File: config.mk
export PLATFORM = sky130hd
export DESIGN_NAME = nf10_upb_reset_sequencer
export DESIGN_NICKNAME = d
export VERILOG_FILES = /design/src/rtl/nf10_upb_reset_seq_pkg.sv /design/src/rtl/nf10_upb_sync_2ff.sv /design/src/rtl/nf10_upb_reset_sequencer.sv
export SDC_FILE = /design/constraint.sdc
export NUM_CORES = 1
export LEC_CHECK = 0
export CORE_ASPECT_RATIO = 1.4
export CORE_MARGIN = 2
export CORE_UTILIZATION = 57
export CTS_BUF_LIST = sky130_fd_sc_hd__clkbuf_4 sky130_fd_sc_hd__clkbuf_8
export DETAILED_ROUTE_END_ITERATION = 12
export GPL_ROUTABILITY_DRIVEN = 0
export PLACE_DENSITY_LB_ADDON = 0.2
export SLEW_MARGIN = 20
export SYNTH_ARGS = -nofsm -noshare
export SYNTH_HDL_FRONTEND = slang
export SYNTH_SLANG_ARGS = --single-unit
export TNS_END_PERCENT = 50
File: constraint.sdc
create_clock -name clk -period 2 [get_ports clk]
set_clock_uncertainty 0.05 [all_clocks]
set_input_delay 0.4 -clock clk [delete_from_list [all_inputs] [get_ports clk]]
set_output_delay 0.4 -clock clk [all_outputs]
set_load 0.01 [all_outputs]
File: src/rtl/nf10_upb_reset_seq_pkg.sv
// Shared types and helpers for the staged reset sequencer.
// Optional lock-loss counter is enabled with NF10_UPB_RESET_SEQ_LOSS_CNT_EN.
package nf10_upb_reset_seq_pkg;

  typedef enum logic [2:0] {
    WAIT_LOCK = 3'd0,
    STABLE    = 3'd1,
    RELEASE   = 3'd2,
    RUN       = 3'd3,
    FAULT     = 3'd4
  } seq_state_e;

  localparam int unsigned LOSS_CNT_W = 8;

  // The shared counter times both the lock-stable interval and the per-stage delay.
  function automatic int unsigned cnt_width(input int unsigned a, input int unsigned b);
    int unsigned m;
    m = (a > b) ? a : b;
    return $clog2(m + 1);
  endfunction

endpackage

File: src/rtl/nf10_upb_sync_2ff.sv
// Two-flop synchronizer for asynchronous level signals into the clk domain.
module nf10_upb_sync_2ff #(
  parameter int unsigned WIDTH = 1
) (
  input  logic             clk,
  input  logic             rst_n,
  input  logic [WIDTH-1:0] d_i,
  output logic [WIDTH-1:0] q_o
);

  logic [WIDTH-1:0] meta_q;
  logic [WIDTH-1:0] sync_q;

  // NOTE: reset is sampled on the clock edge (synchronous), so it is a plain
  // if-branch inside always_ff @(posedge clk) with no reset in the sensitivity list.
  // NOTE: registers use non-blocking (<=) so every flop samples pre-edge values;
  // blocking here would collapse the two stages into one.
  always_ff @(posedge clk) begin
    if (!rst_n) begin
      meta_q <= '0;
      sync_q <= '0;
    end else begin
      meta_q <= d_i;
      sync_q <= meta_q;
    end
  end

  assign q_o = sync_q;

endmodule

File: src/rtl/nf10_upb_reset_sequencer.sv
// Staged reset release after qualified lock-stable interval; re-asserts on lock loss.
// Optional lock-loss event counter: define NF10_UPB_RESET_SEQ_LOSS_CNT_EN.
module nf10_upb_reset_sequencer
  import nf10_upb_reset_seq_pkg::*;
#(
  parameter int unsigned N_STAGES            = 3,
  parameter int unsigned STABLE_CYCLES       = 1024,
  parameter int unsigned STAGE_DELAY         = 16,
  parameter int unsigned USE_DCI             = 1,
  parameter int unsigned USE_IODELAY_CONTROL = 1
) (
  input  logic                  clk,
  input  logic                  reset_n,
  input  logic                  pll_locked_in,
  input  logic                  dci_locked_in,
  input  logic                  iodelay_rdy_in,
  output logic [N_STAGES-1:0]   stage_reset_n_out,
  output logic                  ready_out,
  output logic [LOSS_CNT_W-1:0] lock_loss_count_out
);

  localparam int unsigned CNT_W = cnt_width(STABLE_CYCLES, STAGE_DELAY);
  localparam int unsigned IDX_W = (N_STAGES > 1) ? $clog2(N_STAGES) : 1;

  localparam logic [CNT_W-1:0] STABLE_LAST = CNT_W'(STABLE_CYCLES - 1);
  localparam logic [CNT_W-1:0] DELAY_LAST  = CNT_W'(STAGE_DELAY - 1);
  localparam logic [IDX_W-1:0] IDX_LAST    = IDX_W'(N_STAGES - 1);

  logic [2:0] lock_raw;
  logic [2:0] lock_s;
  logic       locks_ok;

  assign lock_raw = {iodelay_rdy_in, dci_locked_in, pll_locked_in};

  nf10_upb_sync_2ff #(
    .WIDTH (3)
  ) u_lock_sync (
    .clk   (clk),
    .rst_n (reset_n),
    .d_i   (lock_raw),
    .q_o   (lock_s)
  );

  assign locks_ok = lock_s[0]
                  & (lock_s[1] | (USE_DCI == 0))
                  & (lock_s[2] | (USE_IODELAY_CONTROL == 0));

  seq_state_e          state_q, state_d;
  logic [CNT_W-1:0]    cnt_q,   cnt_d;
  logic [IDX_W-1:0]    idx_q,   idx_d;
  logic [N_STAGES-1:0] stage_q, stage_d;
  logic                ready_q, ready_d;

  always_ff @(posedge clk) begin
    if (!reset_n) begin
      state_q <= WAIT_LOCK;
      cnt_q   <= '0;
      idx_q   <= '0;
      stage_q <= '0;
      ready_q <= 1'b0;
    end else begin
      state_q <= state_d;
      cnt_q   <= cnt_d;
      idx_q   <= idx_d;
      stage_q <= stage_d;
      ready_q <= ready_d;
    end
  end

  // NOTE: every signal driven here gets a hold-value default first, so no
  // path through the case leaves it unassigned and no latch is inferred.
  always_comb begin
    state_d = state_q;
    cnt_d   = cnt_q;
    idx_d   = idx_q;
    stage_d = stage_q;
    ready_d = ready_q;

    unique case (state_q)
      WAIT_LOCK: begin
        cnt_d   = '0;
        idx_d   = '0;
        stage_d = '0;
        ready_d = 1'b0;
        if (locks_ok) state_d = STABLE;
      end

      STABLE: begin
        if (!locks_ok) begin
          state_d = WAIT_LOCK;
          cnt_d   = '0;
        end else if (cnt_q == STABLE_LAST) begin
          state_d = RELEASE;
          cnt_d   = '0;
          idx_d   = '0;
        end else begin
          cnt_d = cnt_q + CNT_W'(1);
        end
      end

      RELEASE: begin
        // Lock loss takes priority over a release due on the same edge.
        if (!locks_ok) begin
          state_d = FAULT;
          cnt_d   = '0;
          stage_d = '0;
          ready_d = 1'b0;
        end else if (cnt_q == DELAY_LAST) begin
          stage_d[idx_q] = 1'b1;
          cnt_d          = '0;
          if (idx_q == IDX_LAST) begin
            state_d = RUN;
            ready_d = 1'b1;
          end else begin
            idx_d = idx_q + IDX_W'(1);
          end
        end else begin
          cnt_d = cnt_q + CNT_W'(1);
        end
      end

      RUN: begin
        if (!locks_ok) begin
          state_d = FAULT;
          stage_d = '0;
          ready_d = 1'b0;
        end
      end

      FAULT: begin
        state_d = WAIT_LOCK;
        cnt_d   = '0;
        idx_d   = '0;
        stage_d = '0;
        ready_d = 1'b0;
      end

      default: begin
        state_d = WAIT_LOCK;
        cnt_d   = '0;
        idx_d   = '0;
        stage_d = '0;
        ready_d = 1'b0;
      end
    endcase
  end

  assign stage_reset_n_out = stage_q;
  assign ready_out         = ready_q;

`ifdef NF10_UPB_RESET_SEQ_LOSS_CNT_EN
  logic [LOSS_CNT_W-1:0] loss_cnt_q;
  logic                  fault_entry;

  // FAULT never loops on itself, so a FAULT next-state is always a fresh entry.
  assign fault_entry = (state_d == FAULT);

  always_ff @(posedge clk) begin
    if (!reset_n) begin
      loss_cnt_q <= '0;
    end else if (fault_entry && (loss_cnt_q != {LOSS_CNT_W{1'b1}})) begin
      loss_cnt_q <= loss_cnt_q + LOSS_CNT_W'(1);
    end
  end

  assign lock_loss_count_out = loss_cnt_q;
`else
  assign lock_loss_count_out = '0;
`endif

endmodule
==> results.yml, run 1 <==
run_status:
  status: "complete, no violations"
timing:
  final_hold_viol_count: 0
  rsz0062_at_grt: "false"
  hold_slack_ns: 0.401
  finalSetupTns_ns: 0
  setup_viol_count_final: 0
  worst_slack_ns: 0.143
  fmax_mhz: 539
  maxSlewViolCount: 0
  finalCritPeriodShare_pct: 92.8
  layout_min_cycle_time_ns: 1.86
clock_network:
  cts_tree: "yes"
  clk_pin_slew_worst_paths_ns: 0.13
  clock_sinks: 26
  htree_levels: 1
  post_cts_buffers: 0
  clock_latency_ns: 0.32
  root_buffer: "clkbuf_4"
  postCtsResizedCells: 0
  clock_path_buffers: 2
  cts_hold_buffers: 0
  cts_buffers: 3
route:
  drt-vias-per-instance: 5.63
  wl_met3_um: 40
  drt_drc_violations_left: 0
  wirelength_met1_um: 1070
  num_vias: 1093
  drt_iter0_drc: 39
  drt-wirelength-per-cell_um: 12.8
  first_pass_iters: 4
  routed-wl-met2_um: 1310
  wirelength_um: 2480
  drtAntennaViolNets: 0
  dr.max_layer_used: "met4"
synthesis:
  netlist_area_um2: 1360
  syn_inst: 163
  synth_seq_cells: 26
  yosys_warnings: 0
  synth_cell_type_count: 39
  syn_avg_cell_area_um2: 8.34
  yosysTopAreaCellShare_pct: 38.3
  ys_top_cells_by_area: "dfxtp_1 (38%), buf_4 (4.4%), nor2_1 (4.4%)"
  ys_seq_area_share_pct: 38.3
  synth_top_area_cell: "dfxtp_1"
worst_setup_path:
  setup.worst_path.start_class: "register"
  worstReg2RegStart: "cnt_q[0]"
  crit_required_ns: 2.22
  critPathKind: "register to register"
  worstRegToRegCells: 7
  arrival_ns: 2.07
  reg2reg_setup_slack_ns: 0.14
  cp-end-kind: "register"
  worstReg2RegEnd: "state_q[0]"
  cp_max_fo: 6
power_and_ir_drop:
  power_frac_seq_pct: 61.1
  irDropWorstVdd_mv: 0.462
  p_int_uw: 672
  p_per_area_nw_per_um2: 587
  clkPwrFrac_pct: 30.4
  switching_share_pct: 22.5
  p_sw_uw: 195
  leakage_uw: 0.000546
  power_frac_comb_pct: 8.5
hold_path:
  whs_endpoint: "u_lock_sync.q_o[1]"
  min_path_type: "register to register"
  hold_depth: 1
  holdCritStartpoint: "u_lock_sync.meta_q[1]"
die:
  coreArea_um2: 2230
  rows: 20
  ioPinCount: 17
  die_h_um: 61.8
  dieArea_um2: 2800
  initial_core_util_pct: 61.0
  die_w_um: 45.3
final_layout:
  seq_area_um2: 520
  multiInputGateArea_um2: 747
  diodes: 0
  n_fill_cell: 186
  nets: 182
  synthToLayoutAreaGrowth_pct: 8.84
  drive_gt1_share_pct: 8.14
placement:
  pre_cts_slack_ns: 0.133
  port_buffers: 8
  dp_hpwl_um: 1930
flow_run:
  drv_cap: 0
global_route:
  grt_pass1_wl_um: 4170
  grt_max_degree: 15
  first_global_vias: 1034
  grt_antenna_before_repair: 0
  grt_usage_pct: 20.8
  grt_overflow_total: 0
metal layers:
layer	global-route usage, %	vias to the layer above
met5	0	-
li1	-	564
met3	4.62	5
met1	21.7	510
met2	36.5	14
met4	13.9	0
power by group through the flow:
stage,registers [µW],clock network (µW),logic [µW]
6_report,530,264,73.7
2_1_floorplan,541,0,62.9
3_5_place_dp,542,0,73.0
3_3_place_gp,541,0,72.1
5_1_grt,532,305,80.4
4_1_cts,530,277,73.3
logic make-up after synthesis:
family,Yosys count,share of synthesized area (%)
other,1,0.276
and+or+nand+nor,74,30.3
AOI/OAI and AO/OA,28,12.4
muxes,5,3.68
adders and majority gates,4,3.68
DFF,26,38.3
xor gates and xnor gates,4,2.58
buffers and inverters,21,8.75
area by class of cell:
type,instances,area share [%]
clock buffer,4,2.45
timing repair buffer,15,8.97
sequential,26,35.2
tap,22,1.86
multi-input combinational,123,50.5
inverter,4,1.02
critical path, stage by stage, from the launching register on:
cell and delay [ns]:
dfxtp_1 0.39, ha_1 0.21, and4b_1 0.24, nand3_1 0.12, a32o_2 0.34, buf_4 0.16
nor2_8 0.12, mux2i_1 0.17
worst max path at each step:
stage	startpoint	depth (start not counted)	to	slack [ns]
2_1_floorplan	cnt_q[0]	7	state_q[2]	0.35
3_3_place_gp	cnt_q[0]	7	state_q[1]	0.20
3_5_place_dp	cnt_q[0]	7	state_q[1]	0.13
4_1_cts	cnt_q[0]	7	state_q[1]	0.1
5_1_grt	cnt_q[0]	7	state_q[1]	0.02
6_report	cnt_q[0]	7	state_q[0]	0.14
flip-flops by register name, indices dropped and copies added, names as in the netlist:
name,count
stage_reset_n_out,3
idx_q,2
u_lock_sync.q_o,3
u_lock_sync.meta_q,3
cnt_q,11
ready_out,1
state_q,3
Yosys cell counts:
master / instances
and3_1: 3
xor2_1: 1
and4b_1: 2
buf_4: 8
buf_6: 1
o211ai_1: 1
inv_1: 4
or3b_1: 1
mux2i_1: 5
o21ai_1: 6
a31oi_1: 4
nor4_2: 1
nand3_1: 9
nor4_1: 1
xnor2_1: 3
nand4_1: 3
ha_1: 4
a32o_1: 2
conb_1: 1
dfxtp_1: 26
nor4b_1: 1
nor2_1: 16
buf_2: 2
nor2_8: 1
nor3_1: 1
o2111a_1: 1
clkbuf_1: 6
o21ai_0: 6
and2_1: 8
and4_1: 1
nand2b_1: 2
nand3b_1: 2
or3_1: 1
a21boi_1: 1
nor2b_1: 5
a21oi_1: 6
nand2_1: 15
a22oi_1: 1
nor3b_1: 1
through the flow:
stage,utilization (%),total power (µW),instances,instance area (µm²)
2_1_floorplan,-,604,170,1390
3_3_place_gp,64.7,613,190,1440
3_5_place_dp,64.7,615,190,1440
4_1_cts,66.3,880,194,1480
5_1_grt,66.4,917,194,1480
6_report,66.4,867,194,1480
cells in the final DEF (no fill, tap or decap), types with 3 or more instances in the layout:
cell / netlist / final
dfxtp_1: 26 / 26
nor2_1: 16 / 16
nand2_1: 15 / 15
nand3_1: 9 / 9
and2_1: 8 / 8
conb_1: 1 / 8
clkdlybuf4s50_1: 0 / 8
buf_4: 8 / 7
o21ai_0: 6 / 6
o21ai_1: 6 / 6
a21oi_1: 6 / 6
nor2b_1: 5 / 5
mux2i_1: 5 / 5
inv_1: 4 / 4
a31oi_1: 4 / 4
ha_1: 4 / 4
and3_1: 3 / 3
nand4_1: 3 / 3
xnor2_1: 3 / 3
clkbuf_4: 0 / 3
Power figures use the tool's default switching activity.
==> inputs of run 2 (changes only) <==
--- a/config.mk
+++ b/config.mk
@@ -5,13 +5,14 @@
 export SDC_FILE = /design/constraint.sdc
 export NUM_CORES = 1
 export LEC_CHECK = 0
+export CAP_MARGIN = 10
 export CORE_ASPECT_RATIO = 1.4
 export CORE_MARGIN = 2
 export CORE_UTILIZATION = 57
 export CTS_BUF_LIST = sky130_fd_sc_hd__clkbuf_4 sky130_fd_sc_hd__clkbuf_8
 export DETAILED_ROUTE_END_ITERATION = 12
 export GPL_ROUTABILITY_DRIVEN = 0
-export PLACE_DENSITY_LB_ADDON = 0.2
+export PLACE_DENSITY = 0.88
 export SLEW_MARGIN = 20
 export SYNTH_ARGS = -nofsm -noshare
 export SYNTH_HDL_FRONTEND = slang
==> results.yml, run 2 (synthesized netlist as in run 1, its figures left out) <==
run_status:
  status: "complete, no violations"
timing:
  finalCritPeriodShare_pct: 94.4
  tightest_slew_ns: 0.575
  setup_viol_count_final: 0
  layout_min_cycle_time_ns: 1.89
  maxSlewViolCount: 0
  finalSetupTns_ns: 0
  maxSlewHeadroom_pct: 61.5
  fmax_mhz: 530
  final_hold_viol_count: 0
  rsz0062_at_grt: "false"
clock_network:
  htree_levels: 1
  cts_hold_buffers: 0
  cts_tree: "yes"
  clock_path_buffers: 2
  cts_buffers: 3
  clock_sinks: 26
  clk_pin_slew_worst_paths_ns: 0.15
  root_buffer: "clkbuf_4"
  clock_latency_ns: 0.34
worst_setup_path:
  cp_num_cells: 7
  worstReg2RegEnd: "state_q[1]"
  crit_buf_inv: 1
  cp_max_fo: 10
  worstReg2RegStart: "cnt_q[1]"
  cp-end-kind: "register"
  crit_required_ns: 2.21
  cp_cell_sequence: "ha_2 > and4b_1 > nand3_1 > a32o_1 > buf_4 > nor2_8 > mux2i_2"
  critPathKind: "register to register"
  worstRegToRegCells: 7
  arrival_ns: 2.10
  crit_end: "state_q[1]"
  crit_path_start: "cnt_q[1]"
  slowest_stage: "dfxtp_2"
  reg2reg_setup_slack_ns: 0.11
  max_stage_delay_ns: 0.37
  setup.worst_path.start_class: "register"
  cp_top_family: "simple AND/OR/NAND/NOR gates"
global_route:
  grt_pass1_wl_um: 4280
  first_global_vias: 1022
  grt_overflow_total: 0
  grt_antenna_before_repair: 0
  grt_max_degree: 18
  grt_usage_pct: 21.2
final_layout:
  largest-register: "cnt_q"
  seq_area_um2: 523
  largest_reg_flops: 11
  n_fill_cell: 197
  drive_gt1_share_pct: 7.74
  layout_common_cells: "dfxtp_1 (24), nor2_1 (16), nand2_1 (15)"
  multiInputGateArea_um2: 752
  nets: 178
  final_common_cell: "dfxtp_1"
  diodes: 0
  synthToLayoutAreaGrowth_pct: 7.18
die:
  coreArea_um2: 2230
  dieArea_um2: 2800
  rows: 20
  die_h_um: 61.8
  die_w_um: 45.3
  ioPinCount: 17
  initial_core_util_pct: 61.0
route:
  drt-wirelength-per-cell_um: 14.4
  drt_iter0_drc: 45
  drt_drc_violations_left: 0
  drt-vias-per-instance: 5.91
  wirelength_um: 2730
  first_pass_iters: 4
  num_vias: 1122
  drtAntennaViolNets: 0
placement:
  dp_hpwl_um: 1990
  port_buffers: 8
power_and_ir_drop:
  irDropWorstVdd_mv: 0.460
  leakage_uw: 0.000518
  p_per_area_nw_per_um2: 602
  power.total_uw: 877
hold_path:
  min_path_type: "register to register"
flow_run:
  drv_cap: 0
[run 2: changes by cell type in the layout (fill, tap and decap cells not counted)]
cell     delta
a32o_1      +1
a32o_2      -1
buf_4       -4
dfxtp_1     -2
dfxtp_2     +2
ha_1        -1
ha_2        +1
mux2i_1     -1
mux2i_2     +1
[run 2: cell type report]
type	instances	share of cell area, %
repair buffers	11	7.04
multi-input cells	123	51.6
well taps	22	1.89
flip-flops and latches	26	35.9
clock buffers	4	2.49
inverters	4	1.03
[run 2: per-layer routing]
layer	GRT usage, %	vias to the layer above	share of wire [%]
met3	4.34	8	4.4
met4	13.4	0	2.5
met1	21.9	523	40
met5	0	-	0
li1	-	556	-
met2	38.4	35	53
[run 2: how the worst min path moves through the flow]
stage / endpoint / cells after the start / slack (ns) / from
finish: u_lock_sync.q_o[1] / 1 / 0.41 / u_lock_sync.meta_q[1]
global route: u_lock_sync.q_o[1] / 1 / 0.43 / u_lock_sync.meta_q[1]
CTS: u_lock_sync.q_o[0] / 1 / 0.40 / u_lock_sync.meta_q[0]
detailed placement: u_lock_sync.q_o[0] / 1 / 0.37 / u_lock_sync.meta_q[0]
global placement: u_lock_sync.q_o[2] / 1 / 0.37 / u_lock_sync.meta_q[2]
floorplan: u_lock_sync.q_o[0] / 1 / 0.36 / u_lock_sync.meta_q[0]
[run 2: per-stage QoR]
step           hold slack, ns  instances  utilization (%)  setup slack, ns  area, µm²
4_1_cts                 0.400        190             65.0           0.0715       1450
2_1_floorplan           0.362        170                -            0.352       1390
3_3_place_gp            0.369        186             63.4            0.237       1410
5_1_grt                 0.427        190             65.4           0.0365       1460
3_5_place_dp            0.369        186             63.4            0.118       1410
6_report                0.410        190             65.4            0.113       1460
[run 2: worst reg2reg max path: cells and delay by family (launching register included)]
| kind | cells | cell delay [ns] |
|---|---|---|
| DFF | 1 | 0.37 |
| adders and majority gates | 1 | 0.20 |
| buffers and inverters | 1 | 0.18 |
| AOI/OAI and AO/OA | 1 | 0.28 |
| and+or+nand+nor | 3 | 0.51 |
| muxes | 1 | 0.22 |
[run 2: report_power, final]
part / total (µW) / internal, µW / leakage [µW] / switching, µW
registers: 536 / 527 / 0.000212 / 8.65
clock network: 276 / 112 / 0.0000210 / 165
logic: 65.4 / 30.1 / 0.000285 / 35.3
[run 2: timing repair]
action	CTS	global route
setup buffers	0	0
resized for setup	0	4
setup endpoints to repair	0	1
==> inputs of run 3 (changes only) <==
--- a/config.mk
+++ b/config.mk
@@ -5,7 +5,7 @@
 export SDC_FILE = /design/constraint.sdc
 export NUM_CORES = 1
 export LEC_CHECK = 0
-export CAP_MARGIN = 10
+export CAP_MARGIN = 25
 export CORE_ASPECT_RATIO = 1.4
 export CORE_MARGIN = 2
 export CORE_UTILIZATION = 57
==> results of run 3 <==
Same layout as run 2: the final DEF is identical, and so are final timing and power.
